[src/rtl/mem_port_arbiter_if.sv]
// Bundle of the fetch port, the data load/store port and the shared memory port.
// The slave view belongs to the arbiter; the master view drives requests and models memory.
interface mem_port_arbiter_if;
  // Fetch port
  logic        i_req;
  logic [29:0] i_addr;
  logic [31:0] i_rdata;
  logic        i_done;
  // Data port
  logic        d_req;
  logic        d_we;
  logic [29:0] d_addr;
  logic [31:0] d_wdata;
  logic [31:0] d_rdata;
  logic        d_done;
  // Memory port
  logic        mem_req;
  logic        mem_we;
  logic [29:0] mem_addr;
  logic [31:0] mem_wdata;
  logic [31:0] mem_rdata;
  logic        mem_ready;
  logic        mem_err;

  modport slave (
    input  i_req, i_addr, d_req, d_we, d_addr, d_wdata, mem_rdata, mem_ready,
    output i_rdata, i_done, d_rdata, d_done, mem_req, mem_we, mem_addr, mem_wdata, mem_err
  );

  modport master (
    output i_req, i_addr, d_req, d_we, d_addr, d_wdata, mem_rdata, mem_ready,
    input  i_rdata, i_done, d_rdata, d_done, mem_req, mem_we, mem_addr, mem_wdata, mem_err
  );
endinterface

[src/rtl/mem_port_arbiter.sv]
// Shares one single-ported, variable-latency word memory between instruction fetch and
// data load/store. Data wins conflicts unless fetch has been passed over STARVE_LIMIT
// times; accesses that never see mem_ready are aborted after TIMEOUT busy cycles.
module mem_port_arbiter #(
  parameter int unsigned STARVE_LIMIT = 2,
  parameter int unsigned TIMEOUT      = 255
) (
  input logic               clk,
  input logic               reset,
  mem_port_arbiter_if.slave bus
);

  localparam int unsigned SW = (STARVE_LIMIT == 0) ? 1 : $clog2(STARVE_LIMIT + 1);
  localparam int unsigned WW = (TIMEOUT < 2) ? 1 : $clog2(TIMEOUT + 1);
  localparam logic [SW-1:0] StarveMax = SW'(STARVE_LIMIT);
  // wait_q is 0 in the first busy cycle, so TIMEOUT-1 marks the last allowed cycle
  localparam logic [WW-1:0] WaitLast = WW'(TIMEOUT - 1);

  typedef enum logic [1:0] {StIdle, StBusyI, StBusyD} state_e;

  state_e        state_q, state_d;
  logic [SW-1:0] starve_q, starve_d;
  logic [WW-1:0] wait_q, wait_d;
  logic          mem_we_q, mem_we_d;
  logic [29:0]   mem_addr_q, mem_addr_d;
  logic [31:0]   mem_wdata_q, mem_wdata_d;
  logic          err_q, err_d;
  logic          busy, expired, finish;

  // State and latched memory-port registers
  always_ff @(posedge clk) begin
    if (reset) begin
      state_q     <= StIdle;
      starve_q    <= '0;
      wait_q      <= '0;
      mem_we_q    <= 1'b0;
      mem_addr_q  <= '0;
      mem_wdata_q <= '0;
      err_q       <= 1'b0;
    end else begin
      state_q     <= state_d;
      starve_q    <= starve_d;
      wait_q      <= wait_d;
      mem_we_q    <= mem_we_d;
      mem_addr_q  <= mem_addr_d;
      mem_wdata_q <= mem_wdata_d;
      err_q       <= err_d;
    end
  end

  // Arbitration, request latching, wait counting and timeout detection
  always_comb begin
    state_d     = state_q;
    starve_d    = starve_q;
    wait_d      = wait_q;
    mem_we_d    = mem_we_q;
    mem_addr_d  = mem_addr_q;
    mem_wdata_d = mem_wdata_q;
    err_d       = err_q;
    busy        = (state_q != StIdle);
    expired     = busy && !bus.mem_ready && (wait_q == WaitLast);
    finish      = busy && (bus.mem_ready || expired);

    unique case (state_q)
      StIdle: begin
        if (!bus.i_req) begin
          starve_d = '0;
        end
        if (bus.i_req && (!bus.d_req || starve_q >= StarveMax)) begin
          state_d    = StBusyI;
          wait_d     = '0;
          starve_d   = '0;
          mem_addr_d = bus.i_addr;
          mem_we_d   = 1'b0;
        end else if (bus.d_req) begin
          state_d     = StBusyD;
          wait_d      = '0;
          mem_addr_d  = bus.d_addr;
          mem_we_d    = bus.d_we;
          mem_wdata_d = bus.d_wdata;
          // Count data grants that made a waiting fetch stand aside
          if (bus.i_req && starve_q < StarveMax) begin
            starve_d = starve_q + 1'b1;
          end
        end
      end
      StBusyI, StBusyD: begin
        if (finish) begin
          state_d  = StIdle;
          mem_we_d = 1'b0;
          if (expired) begin
            err_d = 1'b1;
          end
        end else begin
          wait_d = wait_q + 1'b1;
        end
      end
      default: state_d = StIdle;
    endcase
  end

  // Done pulses and read data are combinational; a reset cycle never reports completion
  assign bus.i_done    = finish && (state_q == StBusyI) && !reset;
  assign bus.d_done    = finish && (state_q == StBusyD) && !reset;
  assign bus.i_rdata   = (bus.i_done && !expired) ? bus.mem_rdata : 32'h0;
  assign bus.d_rdata   = (bus.d_done && !expired) ? bus.mem_rdata : 32'h0;
  assign bus.mem_req   = busy;
  assign bus.mem_we    = mem_we_q;
  assign bus.mem_addr  = mem_addr_q;
  assign bus.mem_wdata = mem_wdata_q;
  assign bus.mem_err   = err_q;

endmodule

[src/flat_wrapper.sv]
// flat-port wrapper written by rule: the top's interface ports become plain ports
module mem_port_arbiter_flat 
#(
  parameter int unsigned STARVE_LIMIT = 2,
  parameter int unsigned TIMEOUT      = 255
)
  (clk, reset, bus_i_req, bus_i_addr, bus_d_req, bus_d_we, bus_d_addr, bus_d_wdata, bus_mem_rdata, bus_mem_ready, bus_i_rdata, bus_i_done, bus_d_rdata, bus_d_done, bus_mem_req, bus_mem_we, bus_mem_addr, bus_mem_wdata, bus_mem_err);
  mem_port_arbiter_if bus_i ();
  input logic clk;
  input logic reset;
  input wire logic [$bits(bus_i.i_req)-1:0] bus_i_req;
  input wire logic [$bits(bus_i.i_addr)-1:0] bus_i_addr;
  input wire logic [$bits(bus_i.d_req)-1:0] bus_d_req;
  input wire logic [$bits(bus_i.d_we)-1:0] bus_d_we;
  input wire logic [$bits(bus_i.d_addr)-1:0] bus_d_addr;
  input wire logic [$bits(bus_i.d_wdata)-1:0] bus_d_wdata;
  input wire logic [$bits(bus_i.mem_rdata)-1:0] bus_mem_rdata;
  input wire logic [$bits(bus_i.mem_ready)-1:0] bus_mem_ready;
  output wire logic [$bits(bus_i.i_rdata)-1:0] bus_i_rdata;
  output wire logic [$bits(bus_i.i_done)-1:0] bus_i_done;
  output wire logic [$bits(bus_i.d_rdata)-1:0] bus_d_rdata;
  output wire logic [$bits(bus_i.d_done)-1:0] bus_d_done;
  output wire logic [$bits(bus_i.mem_req)-1:0] bus_mem_req;
  output wire logic [$bits(bus_i.mem_we)-1:0] bus_mem_we;
  output wire logic [$bits(bus_i.mem_addr)-1:0] bus_mem_addr;
  output wire logic [$bits(bus_i.mem_wdata)-1:0] bus_mem_wdata;
  output wire logic [$bits(bus_i.mem_err)-1:0] bus_mem_err;
  assign bus_i.i_req = bus_i_req;
  assign bus_i.i_addr = bus_i_addr;
  assign bus_i.d_req = bus_d_req;
  assign bus_i.d_we = bus_d_we;
  assign bus_i.d_addr = bus_d_addr;
  assign bus_i.d_wdata = bus_d_wdata;
  assign bus_i.mem_rdata = bus_mem_rdata;
  assign bus_i.mem_ready = bus_mem_ready;
  assign bus_i_rdata = bus_i.i_rdata;
  assign bus_i_done = bus_i.i_done;
  assign bus_d_rdata = bus_i.d_rdata;
  assign bus_d_done = bus_i.d_done;
  assign bus_mem_req = bus_i.mem_req;
  assign bus_mem_we = bus_i.mem_we;
  assign bus_mem_addr = bus_i.mem_addr;
  assign bus_mem_wdata = bus_i.mem_wdata;
  assign bus_mem_err = bus_i.mem_err;
  mem_port_arbiter #(.STARVE_LIMIT(STARVE_LIMIT), .TIMEOUT(TIMEOUT)) u_core (.clk(clk), .reset(reset), .bus(bus_i));
endmodule
[config.mk]
export PLATFORM = sky130hd
export DESIGN_NAME = mem_port_arbiter_flat
export DESIGN_NICKNAME = d
export VERILOG_FILES = /design/src/rtl/mem_port_arbiter_if.sv /design/src/rtl/mem_port_arbiter.sv /design/src/flat_wrapper.sv
export SDC_FILE = /design/constraint.sdc
export NUM_CORES = 1
export LEC_CHECK = 0
export ABC_AREA = 1
export BUFFER_PORTS_ARGS = -buffer_cell sky130_fd_sc_hd__buf_2
export CORE_ASPECT_RATIO = 0.9
export CORE_MARGIN = 5
export CORE_UTILIZATION = 38
export DETAILED_ROUTE_END_ITERATION = 8
export PLACE_DENSITY = 0.77
export SLEW_MARGIN = 20
export SYNTH_ARGS = -nofsm -noshare
export SYNTH_HDL_FRONTEND = slang
export SYNTH_SLANG_ARGS = --single-unit
[constraint.sdc]
create_clock -name clk -period 1.7 [get_ports clk]
set_input_delay 0.34 -clock clk [delete_from_list [all_inputs] [get_ports clk]]
set_output_delay 0.34 -clock clk [all_outputs]
set_load 0.05 [all_outputs]
==> metrics.md <==
| Metric | Value |
|---|---|
| Die height | `105 µm` |
| Number of levels in the clock H-tree | `3` |
| Area leader, netlist | `dfxtp_1` |
| Initial antenna violation count | `2` |
| Routability Congestion | `0.803` |
| Via count | `4811` |
| Die area | `12200 µm²` |
| Antenna Violating Nets Remaining | `0` |
| Number of global-route vias before repair | `4577` |
| Final Cycle Share | `1.44` |
| Clk buf depth | `2` |
| Starting density of the core | `0.393` |
| Critical Path Start Type | `flip-flop` |
| Final routed wirelength across all metal layers | `14700 µm` |
| Post-synthesis instance area | `3830 µm²` |
| List of most frequent post-synthesis cells | `139 x nor2_1, 97 x nand2_1, 81 x inv_1` |
| Per-cell via count in the routed design | `4.74` |
| Number of hold buffers added after cts | `0` |
| Xor/xnor cell area share of the yosys netlist | `0.00686` |
| Residual DRC count | `0` |
| Fraction of the core area covered by cells at the end of the flow | `0.735` |
| Leakage power | `0.00362 µW` |
| Fraction of final layout cells sized beyond drive strength 1 | `0.496` |
| Detailed router's first-iteration violation count | `211` |
| Type of element capturing the critical path | `output port` |
| Syn Nets | `714` |
| Run status | `finished, violations left` |
| WL/cell | `14.5 µm` |
| Largest family of logic cells by synthesized area | `simple AND/OR/NAND/NOR gates` |
| Final global-route overflow total | `0` |
| Basic-gate share of the synthesized area counting and, or, nand and nor cells | `0.312` |
| GRT Util Overall | `0.214` |
| Share of synthesized area occupied by flip-flops and latches | `0.397` |
| Distinct cells, synth | `26` |
| Shortest period the worst path allows | `2.45 ns` |
| Area fraction of the dominant cell type after synthesis | `0.397` |
| CP max stage cell | `dfxtp_2` |
| Dominant delay contributor by cell family on the critical path | `simple AND/OR/NAND/NOR gates` |
| Total number of yosys warnings | `0` |
| Seq cells post-synth | `76` |
| Max-cap violation count | `0` |
| Total buffers and inverters traversed by the critical path | `4` |
| Antenna diodes | `0` |
| Final count of hold timing violations | `0` |
| Post-synthesis share of cell area spent on full adders, half adders and majority gates | `0.0196` |
| Syn Inst Count | `578` |
| Initial DRT Pass Iterations | `4` |
| Most numerous cell in the Yosys netlist | `nor2_1` |
| Area overhead of the layout relative to synthesis | `86.9%` |
| Number of placement rows | `34` |
| Setup repair after global routing missed its margin | `true` |
| CP most frequent cell | `nor2_4` |
| TritonCTS clock tree | `yes` |
| Top cells by area, synth | `dfxtp_1 40%, nor2_1 14%, nand2_1 9.5%` |
| Portion of netlist area occupied by mux cells | `0` |
| TritonCTS Buffers | `9` |
| Maximum number of pins on one net before global-route repair | `37` |
| Root buffer selected by CTS | `clkbuf_8` |
| Core footprint | `9740 µm²` |
| Horizontal die dimension | `116 µm` |
| Half-perimeter wire length after placement | `10100 µm` |
| Fraction of the mapped netlist area in compound gates | `0.134` |
| Arrival @ worst endpoint | `2.11 ns` |
| Biggest cell delay along the critical path | `0.33 ns` |
| Worst slew pin tran | `0.346 ns` |
| Number of enable flip-flop cells after synthesis | `0` |
| Type of the tightest min-delay check | `in -> reg` |
| Clk_lat worst skew | `0.34 ns` |
| Highest achievable clock rate | `409 MHz` |
| Number of input and output port buffers inserted | `260` |
| Fillers | `749` |
| Synthesized area per cell | `6.62 µm²` |
| Fraction of registers with async set or reset after synthesis | `0` |
| CP Cell Sequence | `inv_2 > ha_4 > inv_2 > nor2_4 > nand2_2 > a21oi_4 > nand2_2 > nor2_4 > nand2_4 > clkbuf_16 > nor2_4 > buf_8` |
| Number of clock sinks seen by CTS | `76` |
| Remaining max-slew budget at the tightest pin | `0.769` |
| Highest ir drop seen on vdd | `690 µV` |
| Number of top-level design ports | `261` |
| Final setup skew | `0.0107 ns` |
| Max FO, Critical Path | `7` |
| First-pass GRT wire length | `21400 µm` |
| Net total in the final layout | `1020` |
| Final number of max-transition violations | `0` |
| Total chip power | `7180 µW` |
| Worst setup slack after layout | `-0.745 ns` |
| Ys flop type | `dfxtp_1` |
| Clock Pin Slew Worst Setup and Hold Paths | `0.09 ns` |
| Worst Path Class, Setup | `reg -> out` |
| Final setup violation count | `66` |
| Power density over the cells | `1000 nW/µm²` |
| Required time at the endpoint of the critical path | `1.36 ns` |
| Failing checks | `setup timing` |
-- through the flow --
step / setup TNS [ns] / setup WS (ns) / instance area, µm² / hold slack [ns] / std cells
global route: -54.79 / -0.857 / 7160 / 0.217 / 1015
global placement: -21.39 / -0.359 / 6080 / 0.444 / 978
finish: -46.48 / -0.745 / 7160 / 0.223 / 1015
floorplan: -32.76 / -0.533 / 4370 / 0.409 / 578
CTS: -43.73 / -0.696 / 6770 / 0.206 / 997
detailed placement: -24.05 / -0.402 / 6080 / 0.457 / 978
-- layout by cell type, fill, tap and decap left out, types with 2 or more instances in the layout --
master / n
nand2_2: 7
nor2_1: 75
xor2_1: 3
nand2_1: 91
dfxtp_2: 3
buf_6: 56
o21ai_2: 2
ha_1: 4
nand3_1: 40
clkbuf_16: 6
clkinvlp_4: 3
buf_12: 10
o211ai_1: 30
a21oi_4: 2
a21oi_1: 15
dfxtp_1: 73
o21ai_0: 6
inv_1: 76
buf_8: 16
buf_4: 44
inv_6: 2
clkbuf_8: 9
o21ai_1: 27
nand4_1: 5
buf_2: 194
nor2_4: 69
inv_2: 6
ha_4: 2
nand2_4: 3
-- metal layers --
metal,wire (µm),vias up,GRT usage
met5,21,-,0
met3,1500,31,0.0693
li1,-,2416,-
met1,5600,2152,0.250
met4,264,4,0.0696
met2,7360,208,0.369
-- final cells by class --
cell class	count	area, µm²	area share
clock buffer	9	124	0.0173
timing repair buffer	327	2550	0.356
clock inverter	7	82.6	0.0115
tap	126	158	0.0220
multi-input combinational	385	2390	0.334
inverter	85	325	0.0455
sequential	76	1530	0.213
-- worst reg2reg max path: cells and delay by family (launching register included) --
| family | cells | cell delay, ns |
|---|---|---|
| buffers and inverters | 7 | 0.82 |
| DFF | 1 | 0.35 |
| AOI/OAI and AO/OA | 2 | 0.24 |
| adders and majority gates | 1 | 0.18 |
-- flip-flops by register name, summed over array words and instances, names as in the netlist --
register              flops
u_core.state_q            2
u_core.starve_q           2
u_core.bus.mem_err        1
u_core.wait_q             8
u_core.bus.mem_addr      30
u_core.bus.mem_we         1
u_core.bus.mem_wdata     32
-- path summary, 6_finish.rpt --
path / slack [ns] / depth (start not counted) / end / startpoint
max reg2reg: 0.02 / 10 / u_core.bus.mem_addr[3] / u_core.state_q[1]
max: -0.75 / 12 / bus_i_rdata[2] / u_core.wait_q[0]
min: 0.22 / 3 / u_core.bus.mem_wdata[27] / bus_d_wdata[27]
min reg2reg: 0.47 / 2 / u_core.starve_q[0] / u_core.starve_q[0]
-- logic make-up (layout without fill, tap and decap cells) --
group	after synthesis	count (layout)
simple gates	292	292
compound gates	84	84
buf+inv	117	428
fa+ha+maj	6	6
flops	76	76
xor+xnor	3	3
-- timing repair --
item                       CTS  global route
setup endpoints to repair   75           119
pin swaps                    3            10
cloned                       1             8
buffers inserted             2            10
resized for setup          140            41
-- power by group --
group	leakage, µW	internal (µW)	switching [µW]
Sequential	0.000629	2090	152
Combinational	0.00290	1200	2320
Clock	0.0000984	701	714
(Power assumes the default switching activity.)
